File: src/rtl/crop_pkg.sv
// crop_pkg: shared dimensions, coordinate widths and FSM encoding for the crop window controller
package crop_pkg;
    localparam int SRC_W_DEF = 1280;
    localparam int SRC_H_DEF = 720;
    localparam int WIN_W_DEF = 960;
    localparam int WIN_H_DEF = 540;
    localparam int STEP_DEF  = 16;
    localparam int XW = 11;
    localparam int YW = 10;
    localparam logic [1:0] IDLE   = 2'd0;
    localparam logic [1:0] PEND   = 2'd1;
    localparam logic [1:0] COMMIT = 2'd2;
endpackage

File: src/rtl/crop_axis_step.sv
// crop_axis_step: next staged coordinate for one axis (cfg clamp, pan step, saturate or wrap)
// Wrap instead of saturation when CROP_WIN_CTRL_WRAP_EN is defined.
module crop_axis_step #(
    parameter int W    = 11,
    parameter int MAX  = 320,
    parameter int STEP = 16
) (
    input  logic [W-1:0] cur,
    input  logic [W-1:0] val,
    input  logic         ld,
    input  logic         inc,
    input  logic         dec,
    output logic [W-1:0] nxt
);
    localparam logic [W:0] MAXW = (W+1)'(MAX);
    logic [W:0]   up, dn;
    logic [W-1:0] hi, lo;
    // one extra bit: dn[W] flags underflow, up > MAXW flags overflow
    assign up = {1'b0, cur} + (W+1)'(STEP);
    assign dn = {1'b0, cur} - (W+1)'(STEP);
`ifdef CROP_WIN_CTRL_WRAP_EN
    assign hi = (up > MAXW) ? '0 : up[W-1:0];
    assign lo = dn[W] ? MAXW[W-1:0] : dn[W-1:0];
`else
    assign hi = (up > MAXW) ? MAXW[W-1:0] : up[W-1:0];
    assign lo = dn[W] ? '0 : dn[W-1:0];
`endif
    always_comb begin
        nxt = ld ? ((val > MAXW[W-1:0]) ? MAXW[W-1:0] : val) :
              (inc & ~dec) ? hi :
              (dec & ~inc) ? lo : cur;
    end
endmodule

File: src/rtl/crop_win_ctrl.sv
// crop_win_ctrl: pan/position controller for a crop window, committing staged moves only at vsync rise
// Optional CROP_WIN_CTRL_WRAP_EN makes pans wrap at the bounds instead of saturating.
module crop_win_ctrl
    import crop_pkg::*;
#(
    parameter int SRC_W = SRC_W_DEF,
    parameter int SRC_H = SRC_H_DEF,
    parameter int WIN_W = WIN_W_DEF,
    parameter int WIN_H = WIN_H_DEF,
    parameter int STEP  = STEP_DEF
) (
    input  logic          clk,
    input  logic          rst_n,
    input  logic          vs_in,
    input  logic          pan_left,
    input  logic          pan_right,
    input  logic          pan_up,
    input  logic          pan_down,
    input  logic          cfg_valid,
    input  logic [XW-1:0] cfg_x,
    input  logic [YW-1:0] cfg_y,
    output logic          cfg_ready,
    output logic [XW-1:0] x_start,
    output logic [XW-1:0] x_end,
    output logic [YW-1:0] y_start,
    output logic [YW-1:0] y_end,
    output logic          pending,
    output logic          update_done
);
    localparam int X_MAX = SRC_W - WIN_W;
    localparam int Y_MAX = SRC_H - WIN_H;
    logic [1:0]    state;
    logic          vs_d, vs_rise, cfg_acc, pan_en, x_req, y_req;
    logic [XW-1:0] sx, sx_nxt;
    logic [YW-1:0] sy, sy_nxt;
    assign cfg_ready = state != COMMIT;
    assign pending   = state != IDLE;
    assign vs_rise   = vs_in & ~vs_d;
    assign cfg_acc   = cfg_valid & cfg_ready;
    // pans are ignored while committing or when a cfg handshake wins the cycle
    assign pan_en    = cfg_ready & ~cfg_valid;
    assign x_req     = pan_en & (pan_left ^ pan_right);
    assign y_req     = pan_en & (pan_up ^ pan_down);
    crop_axis_step #(.W(XW), .MAX(X_MAX), .STEP(STEP)) u_x (
        .cur(sx), .val(cfg_x), .ld(cfg_acc),
        .inc(pan_en & pan_right), .dec(pan_en & pan_left), .nxt(sx_nxt)
    );
    crop_axis_step #(.W(YW), .MAX(Y_MAX), .STEP(STEP)) u_y (
        .cur(sy), .val(cfg_y), .ld(cfg_acc),
        .inc(pan_en & pan_down), .dec(pan_en & pan_up), .nxt(sy_nxt)
    );
    always_ff @(posedge clk or negedge rst_n) begin
        if (!rst_n) begin
            state       <= IDLE;
            vs_d        <= 1'b0;
            update_done <= 1'b0;
            sx          <= XW'(X_MAX / 2);
            sy          <= YW'(Y_MAX / 2);
            x_start     <= XW'(X_MAX / 2);
            x_end       <= XW'(X_MAX / 2 + WIN_W - 1);
            y_start     <= YW'(Y_MAX / 2);
            y_end       <= YW'(Y_MAX / 2 + WIN_H - 1);
        end else begin
            vs_d        <= vs_in;
            update_done <= state == COMMIT;
            sx          <= sx_nxt;
            sy          <= sy_nxt;
            if (state == COMMIT) begin
                state   <= IDLE;
                x_start <= sx;
                x_end   <= sx + XW'(WIN_W - 1);
                y_start <= sy;
                y_end   <= sy + YW'(WIN_H - 1);
            end else begin
                state <= (state == PEND && vs_rise) ? COMMIT :
                         (cfg_acc | x_req | y_req) ? PEND : state;
            end
        end
    end
endmodule

File: config.mk
export PLATFORM = sky130hd
export DESIGN_NAME = crop_win_ctrl
export DESIGN_NICKNAME = d
export VERILOG_FILES = /design/src/rtl/crop_pkg.sv /design/src/rtl/crop_axis_step.sv /design/src/rtl/crop_win_ctrl.sv
export SDC_FILE = /design/constraint.sdc
export NUM_CORES = 1
export LEC_CHECK = 0
export BUFFER_PORTS_ARGS = -buffer_cell sky130_fd_sc_hd__buf_2
export CAP_MARGIN = 20
export CORE_AREA = 2 2 115 117
export CTS_BUF_LIST = sky130_fd_sc_hd__clkbuf_4 sky130_fd_sc_hd__clkbuf_8 sky130_fd_sc_hd__clkbuf_16
export CTS_CLUSTER_DIAMETER = 100
export DETAILED_ROUTE_END_ITERATION = 16
export DIE_AREA = 0 0 117 119
export GPL_ROUTABILITY_DRIVEN = 0
export PLACE_DENSITY = 0.47
export REMOVE_ABC_BUFFERS = 1
export SLEW_MARGIN = 20
export SYNTH_ARGS = -nofsm -noshare
export SYNTH_HDL_FRONTEND = slang
export SYNTH_SLANG_ARGS = --single-unit
File: constraint.sdc
create_clock -name clk -period 3.5 [get_ports clk]
set_input_delay 0.7 -clock clk [delete_from_list [all_inputs] [get_ports clk]]
set_output_delay 0.7 -clock clk [all_outputs]
set_load 0.05 [all_outputs]
### After elaboration in Yosys (flattened, before gate mapping)

Index checks and enable logic that the tools add are counted.

| word-level totals | value |
|---|---|
| register bits | 67 |
| latch bits | 0 |
| bits in writable memories | 0 |
| bits in read-only memories | 0 |
| input port bits | 29 |
| memories | 0 |

| cells by class | value |
|---|---|
| $add $sub $neg | 6 |
| multipliers | 0 |
| div/mod/pow operators | 0 |
| order comparisons | 4 |
| eq/ne operators | 3 |
| shift-type cells | 0 |
| muxes and demuxes | 15 |
| bitwise gates (word level) | 23 |
| reduce and logical (&&, ||, !) cells | 5 |

Operator list:

| cell | count |
|---|---|
| $mux W11 | 6 |
| $mux W10 | 6 |
| $and A1 B1 Y1 | 13 |
| $add A11 B5 Y12 const B | 1 |
| $gt A12 B9 Y1 const B | 1 |
| $sub A11 B5 Y12 const B | 1 |
| $add A10 B5 Y11 const B | 1 |
| $add A11 B10 Y11 const B | 1 |
| $gt A11 B8 Y1 const B | 1 |
| $gt A11 B9 Y1 const B | 1 |
| $sub A10 B5 Y11 const B | 1 |
| $add A10 B10 Y10 const B | 1 |
| $gt A10 B8 Y1 const B | 1 |
| $reduce_bool A3 Y1 | 3 |
| $mux W2 | 3 |
| $not A1 Y1 | 6 |
| $eq A2 B1 Y1 const B | 1 |
| $eq A2 B2 Y1 const B | 1 |
| $ne A2 B2 Y1 const B | 1 |
| $or A1 B1 Y1 | 2 |
| $reduce_bool A2 Y1 | 1 |
| $xor A1 B1 Y1 | 2 |
| $logic_and A1 B1 Y1 | 1 |

### Logic depth before layout (Yosys ltp)

Gate-level depths: netlist of run 1.

| depth | value |
|---|---|
| depth after elaboration | 8 |
| depth in mapped cells | 8 |
| mapped depth without buffers | 7 |

### Hierarchy

Synthesis of run 1 repeated with hierarchy kept, for this count alone.

| second synthesis, totals | value |
|---|---|
| cell total of the unflattened synthesis | 434 |
| area total of the unflattened synthesis | 3,883.7 um^2 |

Modules (own cells, without submodules):

| module | times used | cells each | area each (um^2) |
|---|---|---|---|
| crop_win_ctrl | 1 | 241 | 2,601.2 |
| crop_axis_step at u_x | 1 | 106 | 655.6 |
| crop_axis_step at u_y | 1 | 87 | 626.9 |

### Least setup slack after synthesis of run 1

Ideal clock, no wire load.

| path | value |
|---|---|
| path type | register to output |
| start | register state[1] |
| end | output port cfg_ready |
| arrival | 1.656 ns |
| data required time | 2.800 ns |
| path slack | 1.144 ns |
| cell stages (with the launch flop) | 5 |
| buffers on the path | 3 |
| cell sequence | dfrtp_1 -> nand2b_4 -> clkbuf_1 -> clkbuf_1 -> buf_1 |

| between the ends | value |
|---|---|
| word-level cells in the longest chain between the ends | 1 |

Ends and longest elaborated chain:

| item | RTL line | RTL |
|---|---|---|
| from (decl) | crop_win_ctrl.sv:32 | `logic [1:0] state;` |
| from (signal assigned) | crop_win_ctrl.sv:75 | `state <= (state == PEND && vs_rise) ? COMMIT :` |
| $ne A2 B2 Y1 | crop_win_ctrl.sv:36 | `assign cfg_ready = state != COMMIT;` |
| to (decl) | crop_win_ctrl.sv:22 | `output logic cfg_ready,` |

Every way passes these cells.

### Worst setup path after layout of run 1

Same ends and word-level chain as after synthesis.

==> flow_summary.ini, run 1 <==
[synth]
ys_seq_area_frac = 0.457
yosys.area.top_type = dfrtp_1
synth_area_per_cell_um2 = 8.94
synth_area_leaders = dfrtp_1 28%, dfstp_2 18%, nand2_1 8.0%
ys_dominant_reg_cell = dfrtp_1
synth-edff-count = 0
ys_types = 63
synth_top_area_frac = 0.281
ys.warnings.count = 0
synth_area_mm2 = 0.00374
synth-seq-cells = 67
netlist_instances = 418
async_flop_share = 1.00

[sta]
final-setup-viol-count = 0
worst_pin_slew_ps = 868
period_needed_ps = 2650
fin_ws_ps = 852
timing.fmax_mhz = 378
fin_skew_ps = 5.65
rsz0062_at_grt = false
fin_crit_sh = 0.757
fin_setup_tns_ps = 0
hold_viol = 0
max-slew-margin-rel = 0.421
slew_violations = 0

[route]
vias = 3299
drt_pass1_iterations = 5
postRouteAntennaNets = 0
wl_per_cell_um = 15.3
viasPerCell = 4.98
drtIter0Drc = 246
finalWirelength_mm = 10.1
remaining_drc_errors = 0

[clock_tree]
clk_pin_slew_ps = 60
cts_tree = built
clk_latency_ps = 330
cts_resized = 0
ctsHoldBuffers = 0
cts_max_level = 3
cts_buffers = 9
cts_setup_buffers = 0
cts.root.buffer_cell = clkbuf_16
cts_max_path_buffers = 2
clock-sinks = 67

[placed_design]
placed_area_mm2 = 0.00425
pre_cts_ws_ps = 1130
dp_hpwl_mm = 7.18
port_buffers = 73

[floorplanning]
die_h_um = 119
fp.coreArea_mm2 = 0.0129
start_util = 0.290
std_cell_rows = 42
dieArea_mm2 = 0.0139
ios = 74
die_w_um = 117

[grt]
antenna_found_initial = 0
grt_max_degree = 68
grt_usage = 0.152
overflow = 0
grt_pass1_vias = 3121
grt_pass1_wl_mm = 16.5

[power_and_ir_drop]
vdd_drop_max_mv = 0.239
p_per_area_mw_per_mm2 = 931
leakage_nw = 2.04

[layout]
final_cell_mix = 80 x nand2_1, 73 x buf_2, 54 x o21ai_0
fin_util = 0.354
area_growth_pct = 22.0
drive_above_1_share = 0.265
final_area_mm2 = 0.00456
n_antenna_cell = 0
final_common_cell = nand2_1
final_nets = 520

[run]
drv_cap = 0

[setup_path]
worstSetupPathType = reg2out
slowest_delay_ps = 520
path_cells = nand2b_4 -> buf_4 -> buf_2
cp_data_required_time_ps = 2800
crit_arrival_ps = 1950
cp-start-kind = flip-flop
cp-end-kind = output pin
cp_slowest_cell = buf_4
critPathMaxFanout = 58

[status]
outcome = completed

[hold_path]
hp-class = reg2reg
state kept, by name, summed over array words and instances, names as in the netlist:
name	count
y_end	10
sy	10
x_start	11
x_end	11
y_start	10
state	2
update_done	1
vs_d	1
sx	11
per-layer routing:
layer | wire length [µm] | track usage | vias to the layer above
met1 | 4870 | 0.217 | 1571
met2 | 4430 | 0.223 | 100
met3 | 643 | 0.0361 | 14
met4 | 165 | 0.0529 | 0
met5 | 0 | 0 | -
li1 | - | - | 1614
worst max-delay path: cells and delay by family (launching register included):
kind                   cells  cell delay, ps
buffers and inverters      2             880
and+or+nand+nor            1             280
DFF                        1             440
path summary, 6_finish.rpt:
| kind | start | cells past startpoint | to | slack, ps |
|---|---|---|---|---|
| setup / recovery | state[1] | 3 | cfg_ready | 850 |
| hold / removal | y_start[3] | 2 | y_start[3] | 460 |
| setup reg to reg | sy[4] | 6 | sy[2] | 1100 |
| hold reg to reg | y_start[3] | 2 | y_start[3] | 460 |
| max in group asynchronous | rst_n | 2 | sy[0] | 2370 |
| min in group asynchronous | rst_n | 2 | x_end[8] | 560 |
logic make-up (layout without fill, tap and decap cells):
kind of cell,Yosys count,after routing,synth area share
AOI/OAI and AO/OA,121,121,0.209
buffers and inverters,41,110,0.0459
DFF,67,67,0.457
muxes,1,1,0.00301
adders and majority gates,9,9,0.0301
xor gates and xnor gates,24,24,0.0562
and+or+nand+nor,155,155,0.199
Yosys cell counts (all sizes together), types with 2 or more instances:
cell type,number
nor3b,2
nor2,17
nor4,3
a31oi,6
a311oi,2
inv,17
a22o,3
a221oi,2
and2,3
a21o,2
o21a,5
a311o,2
dfstp,25
o31ai,5
clkbuf,18
o41ai,4
o311ai,3
xor2,10
nand2,80
o32ai,2
dfrtp,42
or3,4
a21boi,2
o211ai,2
a21oi,11
o22ai,2
or2,4
xnor2,14
o21ai,55
buf,6
nand2b,10
ha,9
nor3,9
a211o,2
nor2b,4
a22oi,3
and3b,2
nand4,3
a221o,2
nand3,7
power breakdown:
group	total [mW]	internal [mW]	switching [mW]
combinational	1.89	0.534	1.36
clock	0.956	0.607	0.349
sequential	1.40	1.13	0.268
stage by stage:
step           hold WS (ps)  std cells  power [mW]
6_report                461        663        4.25
3_5_place_dp            458        647        3.32
3_3_place_gp            450        647        3.31
5_1_grt                 479        663        4.53
4_1_cts                 468        663        4.30
2_1_floorplan           404        394        2.82
final cells by class:
type,instances,area (µm²)
flip-flops and latches,67,1710
multi-input cells,310,1860
well taps,176,220
clock inverters,4,47.5
clock buffers,12,267
fillers,1367,8320
inverters,17,63.8
repair buffers,77,395
(Power assumes the default switching activity.)
==> run 2, diff against run 1 <==
- PLACE_DENSITY: 0.47 -> 0.49
- clock period: 3.5 -> 2.4 ns (I/O delays scaled with it)
==> run 2 against run 1 <==
- routed wire length shrank 0.49%
- clock power grew 33%
- power grew 46%
- worst hold slack lost 290 ps
- count of clock-buffer cells in the layout is the same
- sequential cell count is the same
- register-to-register slack lost 940 ps
- global-route usage shrank 0.099 points
- critical endpoint is now sy[2]
- largest power group unchanged
- sequential power grew 39%
- largest cell class unchanged
- design area grew 2.7%
==> flow_summary.ini, run 2 (synthesis results as in run 1) <==
[placed_design]
port_buffers = 73
dp_hpwl_mm = 7.29
placed_area_mm2 = 0.00440

[floorplanning]
ios = 74
dieArea_mm2 = 0.0139
die_w_um = 117
start_util = 0.290
std_cell_rows = 42
die_h_um = 119
fp.coreArea_mm2 = 0.0129

[grt]
grt_usage = 0.151
grt_pass1_wl_mm = 16.3
overflow = 0
grt_max_degree = 86
grt_pass1_vias = 3165
antenna_found_initial = 0

[route]
highest_layer = met4
wl_met3_um = 509
finalWirelength_mm = 10.1
vias = 3283
wl_met2_mm = 4.38
postRouteAntennaNets = 0
drt-met1-wl_mm = 5.06
drt_pass1_iterations = 5
drtIter0Drc = 245
wl_per_cell_um = 14.8
viasPerCell = 4.83
remaining_drc_errors = 0

[run]
drv_cap = 0

[setup_path]
r2r_end = sy[2]
r2r_cells = 6
r2r-start = sy[4]
cp-start-kind = flip-flop
worstSetupPathType = reg2reg
critPathMaxFanout = 9
cp_data_required_time_ps = 2610
cp-end-kind = flip-flop
crit_arrival_ps = 2450
rrSetupSlack_ps = 160

[clock_tree]
cts_buffers = 9
cts_setup_buffers = 0
clk_latency_ps = 330
cts_tree = built
clock-sinks = 67
cts.root.buffer_cell = clkbuf_16
cts_max_level = 3
cts_max_path_buffers = 2
ctsHoldBuffers = 0
clk_pin_slew_ps = 60
cts_resized = 0

[sta]
fin_skew_ps = 4.80
hold_ws_ps = 173
fin_setup_tns_ps = 0
final-setup-viol-count = 0
slew_violations = 0
worst_pin_slew_ps = 678
max-slew-margin-rel = 0.542
fin_crit_sh = 0.933
hold_viol = 0
timing.fmax_mhz = 446
rsz0062_at_grt = false
period_needed_ps = 2240

[hold_path]
hp-class = in2async

[layout]
n_antenna_cell = 0
final_common_cell = nand2_1
final_area_mm2 = 0.00468
fillCellCount = 1321
drive_above_1_share = 0.290
final_cell_mix = 80 x nand2_1, 73 x buf_2, 54 x o21ai_0
fin_util = 0.364
area_growth_pct = 25.3
reg_top3 = sx x11, x_end x11, x_start x11
final_nets = 537

[power_and_ir_drop]
leakage_nw = 2.12
p_per_area_mw_per_mm2 = 1320
vdd_drop_max_mv = 0.349
total_power_mw = 6.19

[status]
outcome = completed
## run 2: metal layers
layer / GRT usage / up-vias
li1: - / 1638
met1: 0.223 / 1561
met2: 0.214 / 75
met3: 0.0366 / 9
met4: 0.0507 / 0
met5: 0 / -
## run 2: final cells by class
cell class,count,area (µm²),share of cell area
sequential,67,1710,0.365
timing repair buffer,94,548,0.117
inverter,17,63.8,0.0136
clock inverter,4,25.0,0.00534
multi-input combinational,310,1860,0.397
tap,176,220,0.0470
clock buffer,12,260,0.0556
## run 2: metrics by stage
step / std cells / worst slack (ps)
final: 680 / 160
after CTS: 680 / 163
after global routing: 680 / 16.8
after global placement: 664 / 247
after detailed placement: 664 / 173
after floorplan: 394 / -128
## run 2: worst max path at each step
stage | start | to | depth (start not counted)
3_3_place_gp | sy[4] | sy[2] | 6
3_5_place_dp | sy[4] | sy[2] | 6
5_1_grt | sy[4] | sy[2] | 6
6_report | sy[4] | sy[2] | 6
2_1_floorplan | state[1] | sx[6] | 6
4_1_cts | sy[4] | sy[2] | 6
## run 2: power by group
| part | total [mW] | switching (mW) | internal [mW] | leakage (nW) |
|---|---|---|---|---|
| sequential | 1.94 | 0.295 | 1.65 | 0.801 |
| clock | 1.27 | 0.506 | 0.764 | 0.138 |
| combinational | 2.98 | 2.10 | 0.881 | 1.18 |
## run 2: critical path, stage by stage, from the launching register on
cell      delay, ps
dfstp_2         610
inv_1            80
ha_1            340
and3b_1         170
a221oi_1        370
o21ai_0         190
a221o_1         370
==> run 3, diff against run 2 <==
- PLACE_DENSITY: 0.49 -> unset
- PLACE_DENSITY_LB_ADDON: unset -> 0.08
==> run 3 against run 2 <==
- sequential power barely moved
- final cell count stayed put
- count of clock-buffer cells in the layout grew 2
- clock skew increased by 1.9 ps
- via count up 0.34%
- combinational power barely moved
- non-clock buffer count up 1
- sequential cell count unchanged
- core utilization rose by 0.37 points
- global-route usage is 1.2 points higher
- fmax grew 1.8%
- critical endpoint unchanged
==> flow_summary.ini, run 3 (synthesis results as in run 1) <==
[status]
outcome = completed

[setup_path]
r2r_cells = 6
rrSetupSlack_ps = 200
r2r-start = sy[4]
critPathMaxFanout = 9
slowest_delay_ps = 600
path_buf_inv = 2
r2r_end = sy[2]
worstSetupPathType = reg2reg
crit_arrival_ps = 2410
cp_data_required_time_ps = 2620
crit_family = compound AO/OA/AOI/OAI gates
cp_slowest_cell = dfstp_2
cp-end-kind = flip-flop
path_cells = ha_1 -> inv_1 -> o41ai_1 -> buf_4 -> o21ai_0 -> a221o_1
cp-start-kind = flip-flop

[layout]
final_nets = 538
fillCellCount = 1358
final_cell_mix = 80 x nand2_1, 73 x buf_2, 54 x o21ai_0
final_common_cell = nand2_1
reg_top3 = sx x11, x_end x11, x_start x11
area_growth_pct = 26.6
n_antenna_cell = 0
drive_above_1_share = 0.294
instances_no_fill = 680

[clock_tree]
cts_buffers = 9
clk_pin_slew_ps = 50
cts_max_level = 3
cts_setup_buffers = 0
cts_tree = built
cts.root.buffer_cell = clkbuf_16
ctsHoldBuffers = 0
clk_latency_ps = 340
cts_max_path_buffers = 2
clock-sinks = 67

[sta]
fin_crit_sh = 0.916
hold_viol = 0
slew_violations = 0
timing.fmax_mhz = 455
max-slew-margin-rel = 0.597
fin_skew_ps = 6.69
period_needed_ps = 2200
rsz0062_at_grt = false
worst_pin_slew_ps = 597
final-setup-viol-count = 0

[grt]
overflow = 0
grt_pass1_vias = 3402
antenna_found_initial = 0
grt_pass1_wl_mm = 17.6
grt_usage = 0.163
grt_max_degree = 86

[floorplanning]
fp.coreArea_mm2 = 0.0129
dieArea_mm2 = 0.0139
die_h_um = 119
std_cell_rows = 42
ios = 74
die_w_um = 117
start_util = 0.290

[route]
vias = 3294
drtIter0Drc = 209
postRouteAntennaNets = 0
remaining_drc_errors = 0
drt_pass1_iterations = 4
finalWirelength_mm = 10.6
viasPerCell = 4.84
wl_per_cell_um = 15.6

[hold_path]
hp-class = in2async

[placed_design]
dp_hpwl_mm = 7.42
dp.cells = 665
port_buffers = 73

[run]
drv_cap = 0

[power_and_ir_drop]
leakage_nw = 2.15
vdd_drop_max_mv = 0.451
p_per_area_mw_per_mm2 = 1340
total_power_mw = 6.36
[run 3: cell count changes in the layout (fill, tap and decap cells not counted), sizes merged]
cell      previous run  this run
clkbuf              12        14
clkinv               2         0
clkinvlp             2         0
buf                 94        95
bufinv               0         1
[run 3: final cells by class]
cell class	count	area, µm²	area share
inverter	17	63.8	0.0135
multi-input combinational	310	1860	0.394
clock inverter	1	30.0	0.00635
sequential	67	1710	0.361
clock buffer	14	288	0.0608
timing repair buffer	95	556	0.117
tap	176	220	0.0465
[run 3: stage by stage]
stage	cell area, µm²	utilization	TNS (ps)	hold WS [ps]	worst slack [ps]
floorplan	3630	-	-251	184	-128
detailed placement	4410	0.342	0	448	183
finish	4730	0.367	0	164	201
global route	4730	0.367	0	205	57.7
CTS	4720	0.367	0	177	176
global placement	4410	0.342	0	449	228
[run 3: worst max-delay path by stage]
stage	startpoint	to	slack (ps)	cells after the start
floorplan	state[1]	sx[6]	-130	6
global placement	sy[4]	sy[2]	230	6
detailed placement	sy[4]	sy[2]	180	6
CTS	sy[4]	sy[2]	180	6
global route	sy[4]	sy[2]	60	7
finish	sy[4]	sy[2]	200	6
[run 3: metal layers]
layer / routed length, µm / track usage
met3: 552 / 0.0295
met2: 4520 / 0.230
met1: 5310 / 0.240
met4: 225 / 0.0743
met5: 0 / 0
[run 3: power by group]
group	total, mW	switching [mW]	leakage [nW]	internal [mW]
sequential	1.94	0.293	0.801	1.65
combinational	3.01	2.12	1.19	0.887
clock	1.41	0.486	0.158	0.924
total	6.36	2.90	2.15	3.46
[run 3: repair_timing]
action,in CTS,in global routing
setup endpoints to repair,0,1
resized for setup,0,2
hold endpoints to repair,0,0
